<file path="config.mk">
export PLATFORM = sky130hd
export DESIGN_NAME = usb_rx_controller_flat
export DESIGN_NICKNAME = d
export VERILOG_FILES = /design/src/rtl/usb_rx_if.sv /design/src/rtl/usb_rx_controller.sv /design/src/flat_wrapper.sv
export SDC_FILE = /design/constraint.sdc
export NUM_CORES = 1
export LEC_CHECK = 0
export ABC_AREA = 1
export BUFFER_PORTS_ARGS = -buffer_cell sky130_fd_sc_hd__buf_2
export CORE_ASPECT_RATIO = 1.25
export CORE_MARGIN = 2
export CORE_UTILIZATION = 36
export DETAILED_ROUTE_END_ITERATION = 8
export SYNTH_ARGS = -nofsm -noshare
export SYNTH_HDL_FRONTEND = slang
export SYNTH_SLANG_ARGS = --single-unit
</file>
<file path="constraint.sdc">
create_clock -name clk -period 2.2 [get_ports clk]
set_input_delay 0.33 -clock clk [delete_from_list [all_inputs] [get_ports clk]]
set_output_delay 0.33 -clock clk [all_outputs]
set_load 0.01 [all_outputs]
</file>
<file path="src/rtl/usb_rx_if.sv">
// Bundle between the RX front end (decode/unstuff/shift), the CRC16 checker,
// the RX FIFO and the packet-level receive controller.
//
// Handshake: byte_valid and eop are single-cycle strobes from the front end.
// There is no ready/backpressure path. The controller must take every strobe
// in the cycle it is high. store_rx_data, crc_en, rx_done and rx_error are
// single-cycle strobes in the other direction. Their consumers have no way to
// stall them either.
//
// master: the front-end/consumer side.
// slave : usb_rx_controller.
interface usb_rx_if;
  logic       byte_valid;     // rx_byte holds a complete received byte
  logic [7:0] rx_byte;        // received byte
  logic       eop;            // end of packet seen on the line
  logic       stuff_err;      // 7 consecutive ones; sticky until packet ends
  logic       crc_ok;         // CRC residual good; meaningful only with eop
  logic       crc_clear;      // hold CRC checker cleared
  logic       crc_en;         // feed this byte to the CRC checker
  logic       store_rx_data;  // rx_packet_data is a payload byte for the FIFO
  logic [7:0] rx_packet_data; // payload byte
  logic [1:0] rx_packet;      // 00 none, 01 DATA, 10 ACK, 11 NAK
  logic [6:0] rx_data_size;   // payload bytes stored for current/last packet
  logic       rx_done;        // packet received cleanly
  logic       rx_error;       // packet aborted or corrupt
  logic       rx_busy;        // controller is inside a packet
  logic [2:0] state_dbg;      // controller FSM state, for observation only

  modport master (
    output byte_valid, rx_byte, eop, stuff_err, crc_ok,
    input  crc_clear, crc_en, store_rx_data, rx_packet_data, rx_packet,
           rx_data_size, rx_done, rx_error, rx_busy, state_dbg
  );

  modport slave (
    input  byte_valid, rx_byte, eop, stuff_err, crc_ok,
    output crc_clear, crc_en, store_rx_data, rx_packet_data, rx_packet,
           rx_data_size, rx_done, rx_error, rx_busy, state_dbg
  );
endinterface

</file>
<file path="src/rtl/usb_rx_controller.sv">
// Packet-level receive FSM for the USB bulk endpoint.
//
// It checks SYNC and PID and streams the DATA payload to the RX FIFO. The last
// two bytes (CRC16) are held back and never stored. It reports the packet
// type, the payload size and a done/error strobe for each packet.
//
// Ports:
//   clk  system clock
//   rst  asynchronous, active-high reset
//   bus  usb_rx_if.slave (all outputs are registered)
module usb_rx_controller #(
  parameter int         MAX_DATA  = 64,
  parameter int         TIMEOUT   = 64,
  parameter logic [7:0] SYNC_BYTE = 8'h80,
  parameter logic [7:0] PID_DATA  = 8'h3C,
  parameter logic [7:0] PID_ACK   = 8'hA5,
  parameter logic [7:0] PID_NAK   = 8'h24
) (
  input  logic     clk,
  input  logic     rst,
  usb_rx_if.slave  bus
);

  // The SYNC match is resolved in IDLE itself, so SYNC_CHK is never entered.
  // It is decoded only so that a stray encoding falls back to IDLE.
  typedef enum logic [2:0] {
    IDLE, SYNC_CHK, PID_CHK, DATA, EOP_WAIT, ERR_WAIT
  } state_t;

  state_t     state, nxt;
  logic [7:0] hb0, hb1;          // CRC holdback: hb0 oldest
  logic [1:0] hb_cnt;
  logic [6:0] tcnt;              // idle cycles since last byte

  logic       crc_clear_q, crc_en_q, store_q, done_q, error_q, busy_q;
  logic [7:0] data_q;
  logic [1:0] packet_q;
  logic [6:0] size_q;

  logic       bv, active, is_full, overflow, timeout, pkt_ok;
  logic [1:0] hb_final;
  logic [7:0] b;

  assign bv = bus.byte_valid;
  assign b  = bus.rx_byte;

  always_comb begin
    active   = (state == PID_CHK) || (state == DATA) ||
               (state == EOP_WAIT) || (state == ERR_WAIT);
    is_full  = (hb_cnt == 2'd2);
    // A byte that would push out a payload byte past MAX_DATA.
    overflow = (state == DATA) && bv && is_full && (size_q == 7'(MAX_DATA));
    timeout  = active && !bus.eop && !bv && (tcnt == 7'(TIMEOUT - 1));
    // Holdback depth after this cycle's byte. This lets a byte that arrives
    // together with eop count toward the CRC decision.
    hb_final = (bv && !is_full) ? hb_cnt + 2'd1 : hb_cnt;

    pkt_ok = 1'b0;
    case (state)
      PID_CHK:  pkt_ok = bv && ((b == PID_ACK) || (b == PID_NAK));
      DATA:     pkt_ok = (hb_final == 2'd2) && bus.crc_ok && !overflow;
      EOP_WAIT: pkt_ok = !bv;
      default:  pkt_ok = 1'b0;
    endcase
    if (bus.stuff_err) pkt_ok = 1'b0;

    nxt = state;
    case (state)
      IDLE:     if (bv && (b == SYNC_BYTE)) nxt = PID_CHK;
      SYNC_CHK: nxt = IDLE;
      default: begin
        if (bus.eop || timeout)   nxt = IDLE;
        else if (bus.stuff_err)   nxt = ERR_WAIT;
        else if (bv) begin
          case (state)
            PID_CHK: begin
              if (b == PID_DATA)                         nxt = DATA;
              else if ((b == PID_ACK) || (b == PID_NAK)) nxt = EOP_WAIT;
              else                                       nxt = ERR_WAIT;
            end
            DATA:     if (overflow) nxt = ERR_WAIT;
            EOP_WAIT: nxt = ERR_WAIT;
            default:  nxt = ERR_WAIT;
          endcase
        end
      end
    endcase
  end

  always_ff @(posedge clk or posedge rst) begin
    if (rst) begin
      state       <= IDLE;
      hb0         <= 8'h00;
      hb1         <= 8'h00;
      hb_cnt      <= 2'd0;
      tcnt        <= 7'd0;
      crc_clear_q <= 1'b1;
      crc_en_q    <= 1'b0;
      store_q     <= 1'b0;
      done_q      <= 1'b0;
      error_q     <= 1'b0;
      busy_q      <= 1'b0;
      data_q      <= 8'h00;
      packet_q    <= 2'b00;
      size_q      <= 7'd0;
    end else begin
      state       <= nxt;
      crc_clear_q <= (nxt == IDLE) || (nxt == SYNC_CHK) || (nxt == PID_CHK);
      busy_q      <= (nxt != IDLE);
      crc_en_q    <= 1'b0;
      store_q     <= 1'b0;
      done_q      <= 1'b0;
      error_q     <= 1'b0;
      tcnt        <= (state == IDLE || bv) ? 7'd0 : tcnt + 7'd1;

      case (state)
        IDLE: begin
          if (bv && (b == SYNC_BYTE)) begin
            packet_q <= 2'b00;
            size_q   <= 7'd0;
            hb_cnt   <= 2'd0;
          end
        end
        PID_CHK: begin
          if (bv && !bus.stuff_err) begin
            if (b == PID_DATA)     packet_q <= 2'b01;
            else if (b == PID_ACK) packet_q <= 2'b10;
            else if (b == PID_NAK) packet_q <= 2'b11;
          end
        end
        DATA: begin
          if (bv && !bus.stuff_err) begin
            crc_en_q <= 1'b1;
            if (!is_full) begin
              if (hb_cnt == 2'd0) hb0 <= b;
              else                hb1 <= b;
              hb_cnt <= hb_cnt + 2'd1;
            end else if (!overflow) begin
              // A full holdback means hb0 is no longer a CRC candidate.
              store_q <= 1'b1;
              data_q  <= hb0;
              size_q  <= size_q + 7'd1;
              hb0     <= hb1;
              hb1     <= b;
            end
          end
        end
        default: ;
      endcase

      if (active) begin
        if (bus.eop) begin
          done_q  <= pkt_ok;
          error_q <= !pkt_ok;
        end else if (timeout) begin
          error_q <= 1'b1;
        end
      end
    end
  end

  assign bus.crc_clear      = crc_clear_q;
  assign bus.crc_en         = crc_en_q;
  assign bus.store_rx_data  = store_q;
  assign bus.rx_packet_data = data_q;
  assign bus.rx_packet      = packet_q;
  assign bus.rx_data_size   = size_q;
  assign bus.rx_done        = done_q;
  assign bus.rx_error       = error_q;
  assign bus.rx_busy        = busy_q;
  assign bus.state_dbg      = state;

endmodule

</file>
<file path="src/flat_wrapper.sv">
// flat-port wrapper written by rule: the top's interface ports become plain ports
module usb_rx_controller_flat 
#(
  parameter int         MAX_DATA  = 64,
  parameter int         TIMEOUT   = 64,
  parameter logic [7:0] SYNC_BYTE = 8'h80,
  parameter logic [7:0] PID_DATA  = 8'h3C,
  parameter logic [7:0] PID_ACK   = 8'hA5,
  parameter logic [7:0] PID_NAK   = 8'h24
)
  (clk, rst, bus_byte_valid, bus_rx_byte, bus_eop, bus_stuff_err, bus_crc_ok, bus_crc_clear, bus_crc_en, bus_store_rx_data, bus_rx_packet_data, bus_rx_packet, bus_rx_data_size, bus_rx_done, bus_rx_error, bus_rx_busy, bus_state_dbg);
  usb_rx_if bus_i ();
  input  logic clk;
  input  logic rst;
  input wire logic [$bits(bus_i.byte_valid)-1:0] bus_byte_valid;
  input wire logic [$bits(bus_i.rx_byte)-1:0] bus_rx_byte;
  input wire logic [$bits(bus_i.eop)-1:0] bus_eop;
  input wire logic [$bits(bus_i.stuff_err)-1:0] bus_stuff_err;
  input wire logic [$bits(bus_i.crc_ok)-1:0] bus_crc_ok;
  output wire logic [$bits(bus_i.crc_clear)-1:0] bus_crc_clear;
  output wire logic [$bits(bus_i.crc_en)-1:0] bus_crc_en;
  output wire logic [$bits(bus_i.store_rx_data)-1:0] bus_store_rx_data;
  output wire logic [$bits(bus_i.rx_packet_data)-1:0] bus_rx_packet_data;
  output wire logic [$bits(bus_i.rx_packet)-1:0] bus_rx_packet;
  output wire logic [$bits(bus_i.rx_data_size)-1:0] bus_rx_data_size;
  output wire logic [$bits(bus_i.rx_done)-1:0] bus_rx_done;
  output wire logic [$bits(bus_i.rx_error)-1:0] bus_rx_error;
  output wire logic [$bits(bus_i.rx_busy)-1:0] bus_rx_busy;
  output wire logic [$bits(bus_i.state_dbg)-1:0] bus_state_dbg;
  assign bus_i.byte_valid = bus_byte_valid;
  assign bus_i.rx_byte = bus_rx_byte;
  assign bus_i.eop = bus_eop;
  assign bus_i.stuff_err = bus_stuff_err;
  assign bus_i.crc_ok = bus_crc_ok;
  assign bus_crc_clear = bus_i.crc_clear;
  assign bus_crc_en = bus_i.crc_en;
  assign bus_store_rx_data = bus_i.store_rx_data;
  assign bus_rx_packet_data = bus_i.rx_packet_data;
  assign bus_rx_packet = bus_i.rx_packet;
  assign bus_rx_data_size = bus_i.rx_data_size;
  assign bus_rx_done = bus_i.rx_done;
  assign bus_rx_error = bus_i.rx_error;
  assign bus_rx_busy = bus_i.rx_busy;
  assign bus_state_dbg = bus_i.state_dbg;
  usb_rx_controller #(.MAX_DATA(MAX_DATA), .TIMEOUT(TIMEOUT), .SYNC_BYTE(SYNC_BYTE), .PID_DATA(PID_DATA), .PID_ACK(PID_ACK), .PID_NAK(PID_NAK)) u_core (.clk(clk), .rst(rst), .bus(bus_i));
endmodule
</file>
==> impl_metrics.env <==
export IMPL_nets=387
export IMPL_critPathMaxFanout=19
export IMPL_place_congestion=0.826
export IMPL_dr_pass1_iters=4
export IMPL_cap_violations=0
export IMPL_hp_class="input port to asynchronous set/reset pin"
export IMPL_synth_xor_area_share_pct=1.33
export IMPL_synth_area_leaders="dfrtp_1 (48%), nand2_1 (15%), inv_1 (4.6%)"
export IMPL_cts_path_max_buffers=2
export IMPL_max_freq_mhz=553
export IMPL_ys_seq_area_share_pct=48.5
export IMPL_cp_start_kind="register"
export IMPL_avgRoutedWirePerCell_um=11.7
export IMPL_die_y_um=99.6
export IMPL_postCtsHoldBufs=0
export IMPL_max_slew_margin_rel_pct=63.7
export IMPL_antenna_left=0
export IMPL_post_cts_resized=0
export IMPL_yosysTopAreaCellShare_pct=47.5
export IMPL_worst_slew_pin_transition_ps=544
export IMPL_drive_above_1_share_pct=22.0
export IMPL_crit_type="register to register"
export IMPL_vias=2144
export IMPL_syn_num_nets=343
export IMPL_coreArea_mm2=0.00702
export IMPL_fill_cells=708
export IMPL_cp_end_kind="register"
export IMPL_grt_setup_unrepaired="no"
export IMPL_hold_viol_final=0
export IMPL_synth_distinct_cells=36
export IMPL_post_cts_setup_buffers=0
export IMPL_synthAdderAreaFrac_pct=2.38
export IMPL_drc=0
export IMPL_grt_pass1_wl_um=9290
export IMPL_setup_viol=0
export IMPL_skew_ps=11.5
export IMPL_required_ps=2400
export IMPL_grt_pass1_vias=2078
export IMPL_synthSimpleGateAreaFrac_pct=30.2
export IMPL_synthMuxAreaShare_pct=0
export IMPL_synth_top_cell_by_area="dfrtp_1"
export IMPL_stdcell_area_mm2=0.00304
export IMPL_cts_tree="done"
export IMPL_status="completed"
export IMPL_ir_drop_v=0.000302
export IMPL_dp_slack_ps=435
export IMPL_syn_avg_cell_area_um2=8.13
export IMPL_viasPerCell=4.67
export IMPL_io_pins=40
export IMPL_drtIter0Drc=73
export IMPL_ys_seq_elements=51
export IMPL_cts_max_level=2
export IMPL_min_period_over_period_pct=82.2
export IMPL_slew_violations=0
export IMPL_area_growth_pct=15.6
export IMPL_clock_sinks=51
export IMPL_dieArea_mm2=0.00802
export IMPL_dp_hpwl_um=4070
export IMPL_port_buffers=39
export IMPL_fin_setup_tns_ps=0
export IMPL_ys_warn_count=0
export IMPL_root_buffer="clkbuf_8"
export IMPL_initial_utilization_pct=37.5
export IMPL_cts_buffers=5
export IMPL_n_antenna_cell=0
export IMPL_antenna_found_initial=0
export IMPL_insertion_delay_ps=310
export IMPL_finalWorstSetupSlack_ps=391
export IMPL_syn_inst=324
export IMPL_synth_top_family_by_area="simple AND/OR/NAND/NOR gates"
export IMPL_die_w_um=80.5
export IMPL_period_minus_slack_ps=1810
export IMPL_placed_area_mm2=0.00293
export IMPL_synth_compound_area_share_pct=10.6
export IMPL_leakagePower_uw=0.00159
export IMPL_grt_max_degree=29
export IMPL_path_clk_slew_ps=100
export IMPL_p_per_area_mw_per_mm2=585
export IMPL_overflow=0
export IMPL_crit_arrival_ps=2010
export IMPL_synth_area_mm2=0.00263
export IMPL_rows=34
export IMPL_wl_um=5390
export IMPL_track_usage_pct=14.5
[per-layer routing]
layer	vias to the layer above	routed length (um)	global-route usage, %
met2	50	2550	24.3
met4	0	106	5.08
li1	1117	-	-
met1	968	2520	18.8
met5	-	0	0
met3	9	225	2.72
[final cells by class]
cell class	instances	area (um2)	share of cell area, %
well taps	90	113	3.70
inverters	36	135	4.44
repair buffers	42	230	7.56
multi-input cells	232	1170	38.6
clock buffers	5	68.8	2.26
clock inverters	3	46.3	1.52
flip-flops and latches	51	1280	42.0
[worst max-delay path: stages (launching register included)]
cell,delay (ps)
dfrtp_1,370
inv_1,90
ha_1,260
inv_1,160
buf_4,240
nand2_1,70
nand2_1,60
inv_1,30
nor2_1,90
nand3_1,90
nand3_1,80
nand2_1,70
nand2_1,60
nand2_1,40
[through the flow]
stage	hold slack, ps	util, %	std cells	power (uW)
5_1_grt	81.6	43.4	459	1860
3_5_place_dp	413	41.7	451	1120
6_report	49.2	43.4	459	1780
3_3_place_gp	426	41.7	451	1120
4_1_cts	65.0	43.4	459	1800
2_1_floorplan	433	-	324	1070
[synth_stat cells (all sizes together)]
master	number
nand4	3
a22oi	1
o21ai	34
nand2	110
nor3b	3
dfrtp	50
o21bai	1
a21oi	6
or2	2
xor2	2
o31ai	1
a211oi	1
and3	1
dfstp	1
inv	36
ha	5
buf	4
xnor2	2
nor3	5
nand3	19
clkbuf	1
nor2	36
[layout by cell type, fill, tap and decap left out, types with 6 or more instances in the layout]
master	count
inv_1	31
dfrtp_1	50
o21ai_1	11
o21ai_0	13
o21ai_2	9
nor2_1	32
nand3_1	17
buf_2	39
nand2_1	106
a21oi_1	6
[logic make-up (layout without fill, tap and decap cells)]
logic type                 after synthesis  count (layout)
and+or+nand+nor                        179             179
DFF                                     51              51
AOI/OAI and AO/OA                       44              44
buffers and inverters                   41              86
adders and majority gates                5               5
xor gates and xnor gates                 4               4
[registers in the layout, indices dropped and copies added (netlist names)]
signal	cells
u_core.bus.store_rx_data	1
u_core.bus.rx_done	1
u_core.bus.rx_packet	2
u_core.tcnt	7
u_core.bus.rx_busy	1
u_core.hb1	8
u_core.bus.rx_packet_data	8
u_core.bus.rx_data_size	7
u_core.hb_cnt	2
u_core.bus.rx_error	1
u_core.bus.crc_en	1
u_core.bus.state_dbg	3
u_core.hb0	8
u_core.bus.crc_clear	1
[report_power, final]
part / switching (uW) / internal [uW] / total (uW)
logic: 96.9 / 46.3 / 143
registers: 12.1 / 948 / 960
clock network: 333 / 343 / 676
[path summary, 6_finish.rpt]
| check | startpoint | cells past startpoint | slack (ps) | end |
|---|---|---|---|---|
| max reg2reg | u_core.hb_cnt[0] | 13 | 390 | u_core.bus.rx_error |
| max | u_core.hb_cnt[0] | 13 | 390 | u_core.bus.rx_error |
| min in group clk | bus_rx_byte[6] | 3 | 290 | u_core.hb1[6] |
| max in group asynchronous | rst | 3 | 1540 | u_core.bus.crc_clear |
| min reg2reg | u_core.tcnt[0] | 1 | 470 | u_core.tcnt[0] |
| min | rst | 2 | 50 | u_core.bus.store_rx_data |
(Power assumes the default switching activity.)
